### src/rtl/cipher_pkg.sv
// Shared types and constants for the keystream cipher datapath: FSM state
// encodings, key width and the LFSR tap mask.
package cipher_pkg;

   localparam int KEY_W = 8;

   // Taps 7,5,4,3 implement x^8+x^6+x^5+x^4+1 in Fibonacci form.
   localparam logic [KEY_W-1:0] LFSR_TAPS = 8'hB8;

   typedef enum logic [2:0] {
      ST_IDLE,
      ST_LOAD,
      ST_WARMUP,
      ST_RUN,
      ST_DRAIN,
      ST_DONE
   } state_e;

   function automatic logic [KEY_W-1:0] lfsr_next(input logic [KEY_W-1:0] q);
      return {q[KEY_W-2:0], ^(q & LFSR_TAPS)};
   endfunction

endpackage

### src/rtl/keystream_lfsr.sv
// 8-bit keystream register: parallel seed load has priority over a step.
module keystream_lfsr
   import cipher_pkg::*;
(
   input  logic             clk,
   input  logic             clear,
   input  logic             load,
   input  logic [KEY_W-1:0] seed,
   input  logic             step,
   output logic [KEY_W-1:0] q
);

   logic [KEY_W-1:0] q_q;
   logic [KEY_W-1:0] q_d;

   always_comb begin
      q_d = q_q;
      if (load) begin
         q_d = seed;
      end else if (step) begin
         q_d = lfsr_next(q_q);
      end
   end

   always_ff @(posedge clk) begin
      if (clear) begin
         q_q <= '0;
      end else begin
         q_q <= q_d;
      end
   end

   assign q = q_q;

endmodule

### src/rtl/keystream_cipher_ctrl.sv
// Message sequencer: latches seed/length, warms up the LFSR, then XORs each
// accepted byte with the current key through a one-deep output register.
module keystream_cipher_ctrl
   import cipher_pkg::*;
#(
   parameter int LEN_W  = 8,
   parameter int WARMUP = 2
) (
   input  logic             clk,
   input  logic             clear,
   input  logic             start,
   input  logic [KEY_W-1:0] seed,
   input  logic [LEN_W-1:0] len,
   input  logic             in_valid,
   input  logic [KEY_W-1:0] in_data,
   output logic             in_ready,
   output logic             out_valid,
   output logic [KEY_W-1:0] out_data,
   input  logic             out_ready,
   output logic             busy,
   output logic             done,
   output logic             error
);

   localparam logic [LEN_W-1:0] WARM_LAST = LEN_W'((WARMUP > 0) ? (WARMUP - 1) : 0);

   state_e           state_q, state_d;
   logic [LEN_W-1:0] count_q, count_d;
   logic [LEN_W-1:0] len_q, len_d;
   logic [KEY_W-1:0] seed_q, seed_d;
   logic             out_valid_q, out_valid_d;
   logic [KEY_W-1:0] out_data_q, out_data_d;
   logic             error_q, error_d;
   logic             lfsr_load;
   logic             lfsr_step;
   logic [KEY_W-1:0] key;
   logic             accept;

   keystream_lfsr u_lfsr (
      .clk   (clk),
      .clear (clear),
      .load  (lfsr_load),
      .seed  (seed_q),
      .step  (lfsr_step),
      .q     (key)
   );

   // The output slot can take a new byte whenever it is empty or being drained.
   assign in_ready = (state_q == ST_RUN) && (!out_valid_q || out_ready);
   assign accept   = in_valid && in_ready;

   always_comb begin
      state_d     = state_q;
      count_d     = count_q;
      len_d       = len_q;
      seed_d      = seed_q;
      error_d     = 1'b0;
      lfsr_load   = 1'b0;
      lfsr_step   = 1'b0;
      out_valid_d = out_valid_q;
      out_data_d  = out_data_q;

      case (state_q)
         ST_IDLE: begin
            if (start) begin
               if (seed == '0) begin
                  error_d = 1'b1;
               end else if (len == '0) begin
                  state_d = ST_DONE;
               end else begin
                  seed_d  = seed;
                  len_d   = len;
                  state_d = ST_LOAD;
               end
            end
         end
         ST_LOAD: begin
            lfsr_load = 1'b1;
            count_d   = '0;
            state_d   = (WARMUP == 0) ? ST_RUN : ST_WARMUP;
         end
         ST_WARMUP: begin
            // count doubles as the warm-up step counter before the message starts.
            lfsr_step = 1'b1;
            if (count_q == WARM_LAST) begin
               count_d = '0;
               state_d = ST_RUN;
            end else begin
               count_d = count_q + LEN_W'(1);
            end
         end
         ST_RUN: begin
            if (accept) begin
               lfsr_step = 1'b1;
               count_d   = count_q + LEN_W'(1);
               if (count_q == len_q - LEN_W'(1)) begin
                  state_d = ST_DRAIN;
               end
            end
         end
         ST_DRAIN: begin
            if (!out_valid_q || out_ready) begin
               state_d = ST_DONE;
            end
         end
         ST_DONE: begin
            state_d = ST_IDLE;
         end
         default: begin
            state_d = ST_IDLE;
         end
      endcase

      if (accept) begin
         out_valid_d = 1'b1;
         out_data_d  = in_data ^ key;
      end else if (out_ready) begin
         out_valid_d = 1'b0;
      end
   end

   always_ff @(posedge clk) begin
      if (clear) begin
         state_q     <= ST_IDLE;
         count_q     <= '0;
         len_q       <= '0;
         seed_q      <= '0;
         out_valid_q <= 1'b0;
         out_data_q  <= '0;
         error_q     <= 1'b0;
      end else begin
         state_q     <= state_d;
         count_q     <= count_d;
         len_q       <= len_d;
         seed_q      <= seed_d;
         out_valid_q <= out_valid_d;
         out_data_q  <= out_data_d;
         error_q     <= error_d;
      end
   end

   assign out_valid = out_valid_q;
   assign out_data  = out_data_q;
   assign busy      = (state_q != ST_IDLE);
   assign done      = (state_q == ST_DONE);
   assign error     = error_q;

endmodule
### config.mk
export PLATFORM = sky130hd
export DESIGN_NAME = keystream_cipher_ctrl
export DESIGN_NICKNAME = d
export VERILOG_FILES = /design/src/rtl/cipher_pkg.sv /design/src/rtl/keystream_lfsr.sv /design/src/rtl/keystream_cipher_ctrl.sv
export SDC_FILE = /design/constraint.sdc
export NUM_CORES = 1
export LEC_CHECK = 0
export BUFFER_PORTS_ARGS = -buffer_cell sky130_fd_sc_hd__clkbuf_2
export CELL_PAD_IN_SITES_DETAIL_PLACEMENT = 0
export CELL_PAD_IN_SITES_GLOBAL_PLACEMENT = 1
export CORE_MARGIN = 2
export CORE_UTILIZATION = 43
export CTS_BUF_LIST = sky130_fd_sc_hd__clkbuf_4 sky130_fd_sc_hd__clkbuf_8 sky130_fd_sc_hd__clkbuf_16
export DETAILED_ROUTE_END_ITERATION = 10
export PLACE_DENSITY_LB_ADDON = 0.25
export SLEW_MARGIN = 15
export SYNTH_ARGS = -nofsm -noshare
export SYNTH_HDL_FRONTEND = slang
export SYNTH_SLANG_ARGS = --single-unit
export TNS_END_PERCENT = 50
### constraint.sdc
create_clock -name clk -period 5 [get_ports clk]
set_input_delay 0.5 -clock clk [delete_from_list [all_inputs] [get_ports clk]]
set_output_delay 0.5 -clock clk [all_outputs]
set_load 0.02 [all_outputs]
==> impl_metrics.yaml, run 1 <==
run_status:
  run_status: "finished clean"
detailed_routing:
  viasPerCell: 5.07
  vias: 1872
  detail-route-antenna-nets: 0
  firstDrtPassIters: 4
  wire_per_inst_um: 13.0
  drc_errors: 0
  drt_iter0_drc: 117
  routed_wl_um: 4790
setup_path:
  crit_fanout: 8
  worstSetupPathType: "reg -> reg"
  crit_arrival_ns: 2.52
  required_ns: 5.19
  worstSetupEndpointType: "flip-flop"
  cp-start-kind: "flip-flop"
power_and_ir_drop:
  p_switching_uw: 478
  p_seq_share_pct: 39.7
  p_per_area_nw_per_um2: 488
  ir_drop_mv: 0.216
  internal-power_uw: 803
  p_leak_nw: 1.02
  pwr-share-clk_pct: 21.8
  switching_share_pct: 37.3
  power_frac_comb_pct: 38.6
  power_mw: 1.28
layout:
  area_growth_pct: 15.3
  drive_above_1_share_pct: 19.7
  multi_input_area_um2: 1290
  regArea_um2: 901
  design_area_um2: 2630
  antenna_cells: 0
  final_util_pct: 51.4
  nets: 330
  fillers: 519
floorplanning:
  io_pins: 42
  coreArea_um2: 5110
  fp.dieW_um: 76.8
  row_count: 26
  start_util_pct: 44.6
  die_h_um: 76.8
  die_area_um2: 5900
logic_synthesis:
  ys.flop_type: "dfxtp_1"
  ys_seq_area_share_pct: 39.5
  synth_largest_area_cell: "dfxtp_1"
  synth_area_per_cell_um2: 8.60
  synth-edff-count: 0
  ys.warnings.count: 0
  netlist_instances: 265
  ys_types: 46
  ys_ff_latch: 45
  syn_area_um2: 2280
  syn_nets: 297
  synth_area_leaders: "dfxtp_1, xnor2_1, nor2_1"
  synth_top_area_share_pct: 39.5
  ys_async_sr_fraction_pct: 0
sta:
  slew_headroom_pct: 38.1
  max_freq_mhz: 430
  finalSetupViolCount: 0
  worst_slack_ns: 2.67
  post-route-period-util_pct: 46.5
  worst_slew_pin_slew_ns: 0.923
  finalCriticalPeriod_ns: 2.33
  fin_tns_setup_ns: 0
  final.setup_skew_ns: 0.00669
  final_max_slew_viol_count: 0
  hold_viol: 0
  rsz0062_at_grt: "no"
global_route:
  grt.total_usage_pct: 17.2
  grt_first_pass_wirelength_um: 8220
  grt_start_max_net_pins: 39
  antenna_found_initial: 0
  grt_overflow: 0
  grt_pass1_vias: 1662
cts:
  cts_tree: "yes"
  ctsHoldBuffers: 0
  clk_path_buf_depth: 2
  cts-resized-gates: 0
  cts-root-buf: "clkbuf_8"
  post_cts_buffers: 0
  clk-insertion-delay-late_ns: 0.29
  clkTransAtPathRegs_ns: 0.09
  htreeDepth: 2
  clock_sinks: 45
  numCtsBuffers: 5
job:
  max_cap_viol_count: 0
place:
  placed_area_um2: 2510
  hpwl_um: 3530
  io_buffers: 41
  pre_cts_ws_ns: 2.73
  place.gp.congestion: 0.775
hold_path:
  holdCritPathClass: "in -> reg"
==> kinds of logic after synthesis <==
group | share of synthesized area (%)
DFF | 39.5
adders and majority gates | 1.65
xor gates and xnor gates | 10.8
buffers and inverters | 4.12
and+or+nand+nor | 21.9
muxes | 7.03
AOI/OAI and AO/OA | 15.0
==> per-layer routing <==
metal	routed length [um]	global-route usage, %	share of wire [%]	vias to the layer above
met5	0	0	0	-
met4	49	6.18	1.0	0
met3	214	4.12	4.5	4
met2	1850	23.2	39	44
met1	2680	26.1	56	828
li1	-	-	-	996
==> synth_stat cells, types with 2 or more instances <==
cell / number
nor2_1: 47
dfxtp_1: 45
xnor2_1: 22
nand2_1: 21
a211oi_1: 18
mux2i_1: 16
a21oi_1: 11
clkbuf_1: 9
buf_2: 6
xor2_1: 6
inv_1: 5
nor3_1: 5
nand3_1: 4
nor4_1: 4
o21ai_0: 4
ha_1: 3
nand4_1: 3
a22oi_1: 2
a31oi_1: 2
a41oi_1: 2
and3_1: 2
nand2b_1: 2
nand3b_1: 2
nor4_2: 2
==> layout make-up <==
class / count / area share [%]
Inverter: 5 / 0.715
Timing Repair Buffer: 42 / 8.10
Multi-Input combinational cell: 199 / 49.2
Sequential cell: 45 / 34.3
Clock inverter: 2 / 1.48
Tap cell: 70 / 3.33
Clock buffer: 6 / 2.91
==> placed cells by master, fill, tap and decap left out, types with 2 or more instances in the layout <==
cell / instances
xor2_1: 6
xnor2_1: 22
nand2b_1: 2
a21oi_1: 11
nor3_1: 5
nor4_1: 4
clkbuf_8: 5
mux2i_1: 16
ha_1: 3
inv_1: 5
nand4_1: 3
nor2_1: 47
dfxtp_1: 45
nand3_1: 4
a211oi_1: 18
a22oi_1: 2
clkbuf_2: 41
nand3b_1: 2
o21ai_0: 4
a41oi_1: 2
nor4_2: 2
nand2_1: 21
and3_1: 2
a31oi_1: 2
==> path summary, 6_finish.rpt <==
kind | slack [ns] | start | endpoint | depth (start not counted)
worst max-delay path | 2.67 | len_q[0]$_SDFFE_PP0P_ | state_q[2]$_SDFFE_PP0P_ | 8
worst min-delay path | 0.43 | seed[5] | seed_q[5]$_SDFFE_PP0P_ | 3
worst max register to register | 2.67 | len_q[0]$_SDFFE_PP0P_ | state_q[2]$_SDFFE_PP0P_ | 8
worst min register to register | 0.46 | seed_q[5]$_SDFFE_PP0P_ | seed_q[5]$_SDFFE_PP0P_ | 2
==> critical path: stages, from the launching register on <==
cell	delay (ns)
dfxtp_1	0.47
inv_1	0.08
ha_1	0.31
o21ba_1	0.21
a221oi_1	0.28
a41oi_1	0.08
a211oi_1	0.42
nor2_1	0.10
a2111oi_2	0.27
==> power groups by stage <==
stage	clock, mW	sequential [mW]	combinational (mW)
floorplan	0	0.483	0.418
global placement	0	0.515	0.487
detailed placement	0	0.515	0.493
CTS	0.289	0.507	0.496
global route	0.301	0.519	0.562
finish	0.279	0.508	0.494
==> registers in the layout (all words and copies together), names as in the netlist <==
register and flops:
out_data 8, out_valid 1, error 1, seed_q 8
len_q 8, u_lfsr.q 8, count_q 8, state_q 3
==> stage by stage <==
step / hold WS (ns) / instances
after floorplan: 0.436 / 265
after global placement: 0.444 / 361
after detailed placement: 0.452 / 361
after CTS: 0.421 / 369
after global routing: 0.437 / 369
final: 0.435 / 369
(Power assumes the default switching activity.)
==> run 2: changes to the inputs <==
--- a/config.mk
+++ b/config.mk
@@ -9,7 +9,7 @@
 export CELL_PAD_IN_SITES_DETAIL_PLACEMENT = 0
 export CELL_PAD_IN_SITES_GLOBAL_PLACEMENT = 1
 export CORE_MARGIN = 2
-export CORE_UTILIZATION = 43
+export CORE_UTILIZATION = 41
 export CTS_BUF_LIST = sky130_fd_sc_hd__clkbuf_4 sky130_fd_sc_hd__clkbuf_8 sky130_fd_sc_hd__clkbuf_16
 export DETAILED_ROUTE_END_ITERATION = 10
 export PLACE_DENSITY_LB_ADDON = 0.25
==> constraint.sdc (replaced) <==
create_clock -name clk -period 2.24 [get_ports clk]
set_input_delay 0.224 -clock clk [delete_from_list [all_inputs] [get_ports clk]]
set_output_delay 0.224 -clock clk [all_outputs]
set_load 0.02 [all_outputs]
==> run 2 against run 1 <==
Against the previous run:
- global-route usage down 0.80 points
- sequential share of layout area down 1.1 points
- first-iteration DRC count decreased by 34%
- register-to-register slack got worse by 2.5 ns
- die area up 4.6%
- critical path type unchanged
- worst hold slack got worse by 0.29 ns
- largest power group is now combinational cells
==> impl_metrics.yaml, run 2 (same netlist as run 1, synthesis figures left out) <==
detailed_routing:
  drc_errors: 0
  firstDrtPassIters: 4
  wl_met3_um: 192
  viasPerCell: 5.06
  routed_wl_um: 4860
  vias: 1929
  detail-route-antenna-nets: 0
  dr_wl_met2_um: 1980
  wire_per_inst_um: 12.7
  drt_iter0_drc: 77
  wl_met1_um: 2610
  routed.top_layer: "met4"
layout:
  final_common_cell: "nor2_1"
  layout_common_cells: "nor2_1, dfxtp_1, clkbuf_2, xnor2_1, nand2_1"
  drive_above_1_share_pct: 23.3
  antenna_cells: 0
  final_util_pct: 50.0
  design_area_um2: 2720
  area_growth_pct: 19.3
  nets: 340
hold_path:
  holdCritPathClass: "in -> reg"
  hp-start: "seed[6]"
setup_path:
  crit_slowest_cell: "or4b_1"
  worstSetupPathType: "reg -> reg"
  crit_fanout: 5
  slowest_delay_ns: 0.44
  crit_start: "count_q[1]$_SDFFE_PP0P_"
  worstPathCellList: "inv_1 -> ha_1 -> or4b_1 -> nor4_2 -> nor4b_2 -> a211o_1 -> a2111oi_2"
  worstSetupEndpointType: "flip-flop"
  cp-start-kind: "flip-flop"
  required_ns: 2.44
  crit_arrival_ns: 2.27
  r2r_start: "count_q[1]$_SDFFE_PP0P_"
floorplanning:
  coreArea_um2: 5440
  io_pins: 42
  start_util_pct: 41.9
  fp.dieW_um: 78.5
  die_h_um: 78.5
  die_area_um2: 6170
  row_count: 27
sta:
  post-route-period-util_pct: 92.4
  worst_slew_pin_slew_ns: 0.520
  final_max_slew_viol_count: 0
  finalCriticalPeriod_ns: 2.07
  slew_headroom_pct: 65.3
  finalSetupViolCount: 0
  hold_viol: 0
  max_freq_mhz: 483
  final.setup_skew_ns: 0.0143
  whs_ns: 0.143
  fin_tns_setup_ns: 0
  rsz0062_at_grt: "no"
cts:
  clk_path_buf_depth: 2
  cts-resized-gates: 0
  clkTransAtPathRegs_ns: 0.10
  cts_tree: "yes"
  ctsHoldBuffers: 0
  post_cts_buffers: 0
  clock_sinks: 45
  clk-insertion-delay-late_ns: 0.31
  htreeDepth: 2
  cts-root-buf: "clkbuf_8"
  numCtsBuffers: 5
place:
  place.gp.congestion: 0.864
  placed_area_um2: 2590
  hpwl_um: 3590
  io_buffers: 41
global_route:
  grt_pass1_vias: 1672
  grt.total_usage_pct: 16.4
  grt_first_pass_wirelength_um: 8030
  antenna_found_initial: 0
  grt_start_max_net_pins: 38
  grt_overflow: 0
run_status:
  run_status: "finished clean"
job:
  max_cap_viol_count: 0
power_and_ir_drop:
  ir_drop_mv: 0.558
  p_leak_nw: 1.08
  p_per_area_nw_per_um2: 1080
run 2: layer usage:
metal | track usage, % | vias to the layer above
met2 | 22.9 | 38
met4 | 6.32 | 0
li1 | - | 1015
met3 | 3.33 | 6
met1 | 24.4 | 870
met5 | 0 | -
run 2: path summary, 6_finish.rpt:
kind                              to  slack (ns)  cells past startpoint
min           seed_q[6]$_SDFFE_PP0P_        0.14                      3
max          state_q[2]$_SDFFE_PP0P_        0.17                      7
min reg2reg   seed_q[3]$_SDFFE_PP0P_        0.47                      2
max reg2reg  state_q[2]$_SDFFE_PP0P_        0.17                      7
run 2: layout make-up:
class | instances | area [um^2]
Fill cell | 537 | 2720
Multi-Input combinational cell | 199 | 1300
Sequential cell | 45 | 902
Timing Repair Buffer | 52 | 288
Tap cell | 72 | 90.1
Clock buffer | 5 | 68.8
Clock inverter | 3 | 47.5
Inverter | 5 | 18.8
run 2: per-stage QoR:
step	setup WS [ns]	instances	power, mW
CTS	0.0604	381	2.94
floorplan	0.0822	265	2.01
finish	0.170	381	2.93
detailed placement	0.0963	373	2.29
global route	0.00767	381	3.13
global placement	0.158	373	2.29
run 2: report_power, final:
group          switching, mW  leakage, nW  total (mW)  internal (mW)
registers              0.141        0.368        1.09          0.946
clock network          0.310       0.0591       0.651          0.341
logic                  0.647        0.650        1.19          0.541
run 2: critical path: cells and delay by family, from the launching register on:
kind	cells	cell delay [ns]
buf+inv	1	0.07
compound gates	2	0.63
fa+ha+maj	1	0.12
flops	1	0.36
simple gates	3	0.80
==> run 3: changes to the inputs <==
--- a/config.mk
+++ b/config.mk
@@ -9,7 +9,7 @@
 export CELL_PAD_IN_SITES_DETAIL_PLACEMENT = 0
 export CELL_PAD_IN_SITES_GLOBAL_PLACEMENT = 1
 export CORE_MARGIN = 2
-export CORE_UTILIZATION = 41
+export CORE_UTILIZATION = 37
 export CTS_BUF_LIST = sky130_fd_sc_hd__clkbuf_4 sky130_fd_sc_hd__clkbuf_8 sky130_fd_sc_hd__clkbuf_16
 export DETAILED_ROUTE_END_ITERATION = 10
 export PLACE_DENSITY_LB_ADDON = 0.25
==> constraint.sdc (replaced) <==
create_clock -name clk -period 1.7 [get_ports clk]
set_input_delay 0.17 -clock clk [delete_from_list [all_inputs] [get_ports clk]]
set_output_delay 0.17 -clock clk [all_outputs]
set_load 0.02 [all_outputs]
==> run 3 against run 2 <==
Against the previous run:
- the flow now finishes with violations (negative setup slack)
- worst setup slack lost 0.44 ns
- cell count rose by 6.8%
- clock skew down 0.0049 ns
- count of clock-buffer cells in the layout unchanged
- die area rose by 10%
- critical endpoint unchanged
- largest cell class unchanged
- highest routed layer unchanged
==> impl_metrics.yaml, run 3 (same netlist as run 1, synthesis figures left out) <==
run_status:
  run_status: "finished with violations"
  violations: "negative setup slack"
layout:
  stdcell_count: 407
  final_util_pct: 51.6
  antenna_cells: 0
  layout_common_cells: "nor2_1, clkbuf_2, dfxtp_1, buf_4, xnor2_1"
  drive_above_1_share_pct: 35.8
  design_area_um2: 3060
  area_growth_pct: 34.2
  nets: 363
cts:
  htreeDepth: 2
  clock_sinks: 45
  numCtsBuffers: 5
  clk_path_buf_depth: 2
  cts_tree: "yes"
  cts-root-buf: "clkbuf_8"
  ctsHoldBuffers: 0
  clk-insertion-delay-late_ns: 0.31
  clkTransAtPathRegs_ns: 0.09
setup_path:
  required_ns: 1.91
  crit_arrival_ns: 2.18
  worstSetupEndpointType: "flip-flop"
  worstSetupPathType: "reg -> reg"
  crit_fanout: 3
  cp-start-kind: "flip-flop"
sta:
  worst_slew_pin_slew_ns: 0.440
  rsz0062_at_grt: "yes"
  slew_headroom_pct: 70.6
  whs_ns: 0.0940
  finalSetupViolCount: 11
  hold_viol: 0
  final_max_slew_viol_count: 0
  max_freq_mhz: 508
  fin_tns_setup_ns: -2.14
  final.setup_skew_ns: 0.00946
  finalCriticalPeriod_ns: 1.97
  worst_slack_ns: -0.267
  post-route-period-util_pct: 116
floorplanning:
  fp.dieW_um: 82.5
  io_pins: 42
  die_area_um2: 6800
  row_count: 28
  die_h_um: 82.5
  start_util_pct: 38.5
  coreArea_um2: 5920
detailed_routing:
  drt_iter0_drc: 105
  routed_wl_um: 5490
  drc_errors: 0
  wire_per_inst_um: 13.5
  vias: 2056
  detail-route-antenna-nets: 0
  viasPerCell: 5.05
  firstDrtPassIters: 4
place:
  place.gp.congestion: 0.797
  hpwl_um: 3920
  pre_cts_ws_ns: -0.268
  io_buffers: 41
  place_inst: 398
  placed_area_um2: 2810
power_and_ir_drop:
  power_mw: 4.35
  p_leak_nw: 1.22
  ir_drop_mv: 0.539
  p_per_area_nw_per_um2: 1420
global_route:
  antenna_found_initial: 0
  grt_pass1_vias: 1857
  grtUsageMet1_pct: 24.5
  grt_overflow: 0
  grt_first_pass_wirelength_um: 8940
  grt_most_used_layer: "met2"
  grt.total_usage_pct: 17.1
  grtUsageMet3_pct: 3.70
  use_met2_pct: 25.9
  grt_start_max_net_pins: 38
job:
  max_cap_viol_count: 0
hold_path:
  holdCritPathClass: "in -> reg"
run 3: cell count changes in the layout (fill, tap and decap cells not counted), moves of 3 or more:
cell	change
dfxtp_2	+4
buf_4	+21
nor2_2	+6
dfxtp_1	-4
nor2_1	-6
inv_1	-3
run 3: path summary, 6_finish.rpt:
| check | from | to | slack [ns] | depth (start not counted) |
|---|---|---|---|---|
| max | count_q[1]$_SDFFE_PP0P_ | state_q[2]$_SDFFE_PP0P_ | -0.27 | 7 |
| min | seed[6] | seed_q[6]$_SDFFE_PP0P_ | 0.09 | 3 |
| max reg2reg | count_q[1]$_SDFFE_PP0P_ | state_q[2]$_SDFFE_PP0P_ | -0.27 | 7 |
| min reg2reg | seed_q[5]$_SDFFE_PP0P_ | seed_q[5]$_SDFFE_PP0P_ | 0.46 | 2 |
run 3: area by class of cell:
type / instances / area (um^2)
Tap cell: 75 / 93.8
Timing Repair Buffer: 75 / 477
Fill cell: 567 / 2860
Inverter: 5 / 21.3
Sequential cell: 45 / 907
Clock buffer: 5 / 68.8
Clock inverter: 3 / 50.0
Multi-Input combinational cell: 199 / 1440
run 3: layer usage:
layer,wire (um),part of all wire (%)
met1,2760,50
met2,2340,43
met3,280,5.1
met4,112,2.0
met5,0,0
run 3: power breakdown:
group | internal [mW] | total (mW) | switching, mW
clock | 0.451 | 0.877 | 0.425
combinational | 1.01 | 2.06 | 1.05
sequential | 1.25 | 1.42 | 0.167
total | 2.71 | 4.35 | 1.64
run 3: repair_timing:
item / CTS / global route
setup buffers: 1 / 1
gates resized for setup: 12 / 16
setup endpoints to repair: 11 / 23
pin swaps: 12 / 10
run 3: worst max-delay path: stages (launching register included):
cell and delay (ns):
dfxtp_2 0.33, inv_2 0.06, ha_4 0.11, or4b_4 0.46
nor4_4 0.19, nor4b_2 0.09, a211o_1 0.29, a2111oi_4 0.34
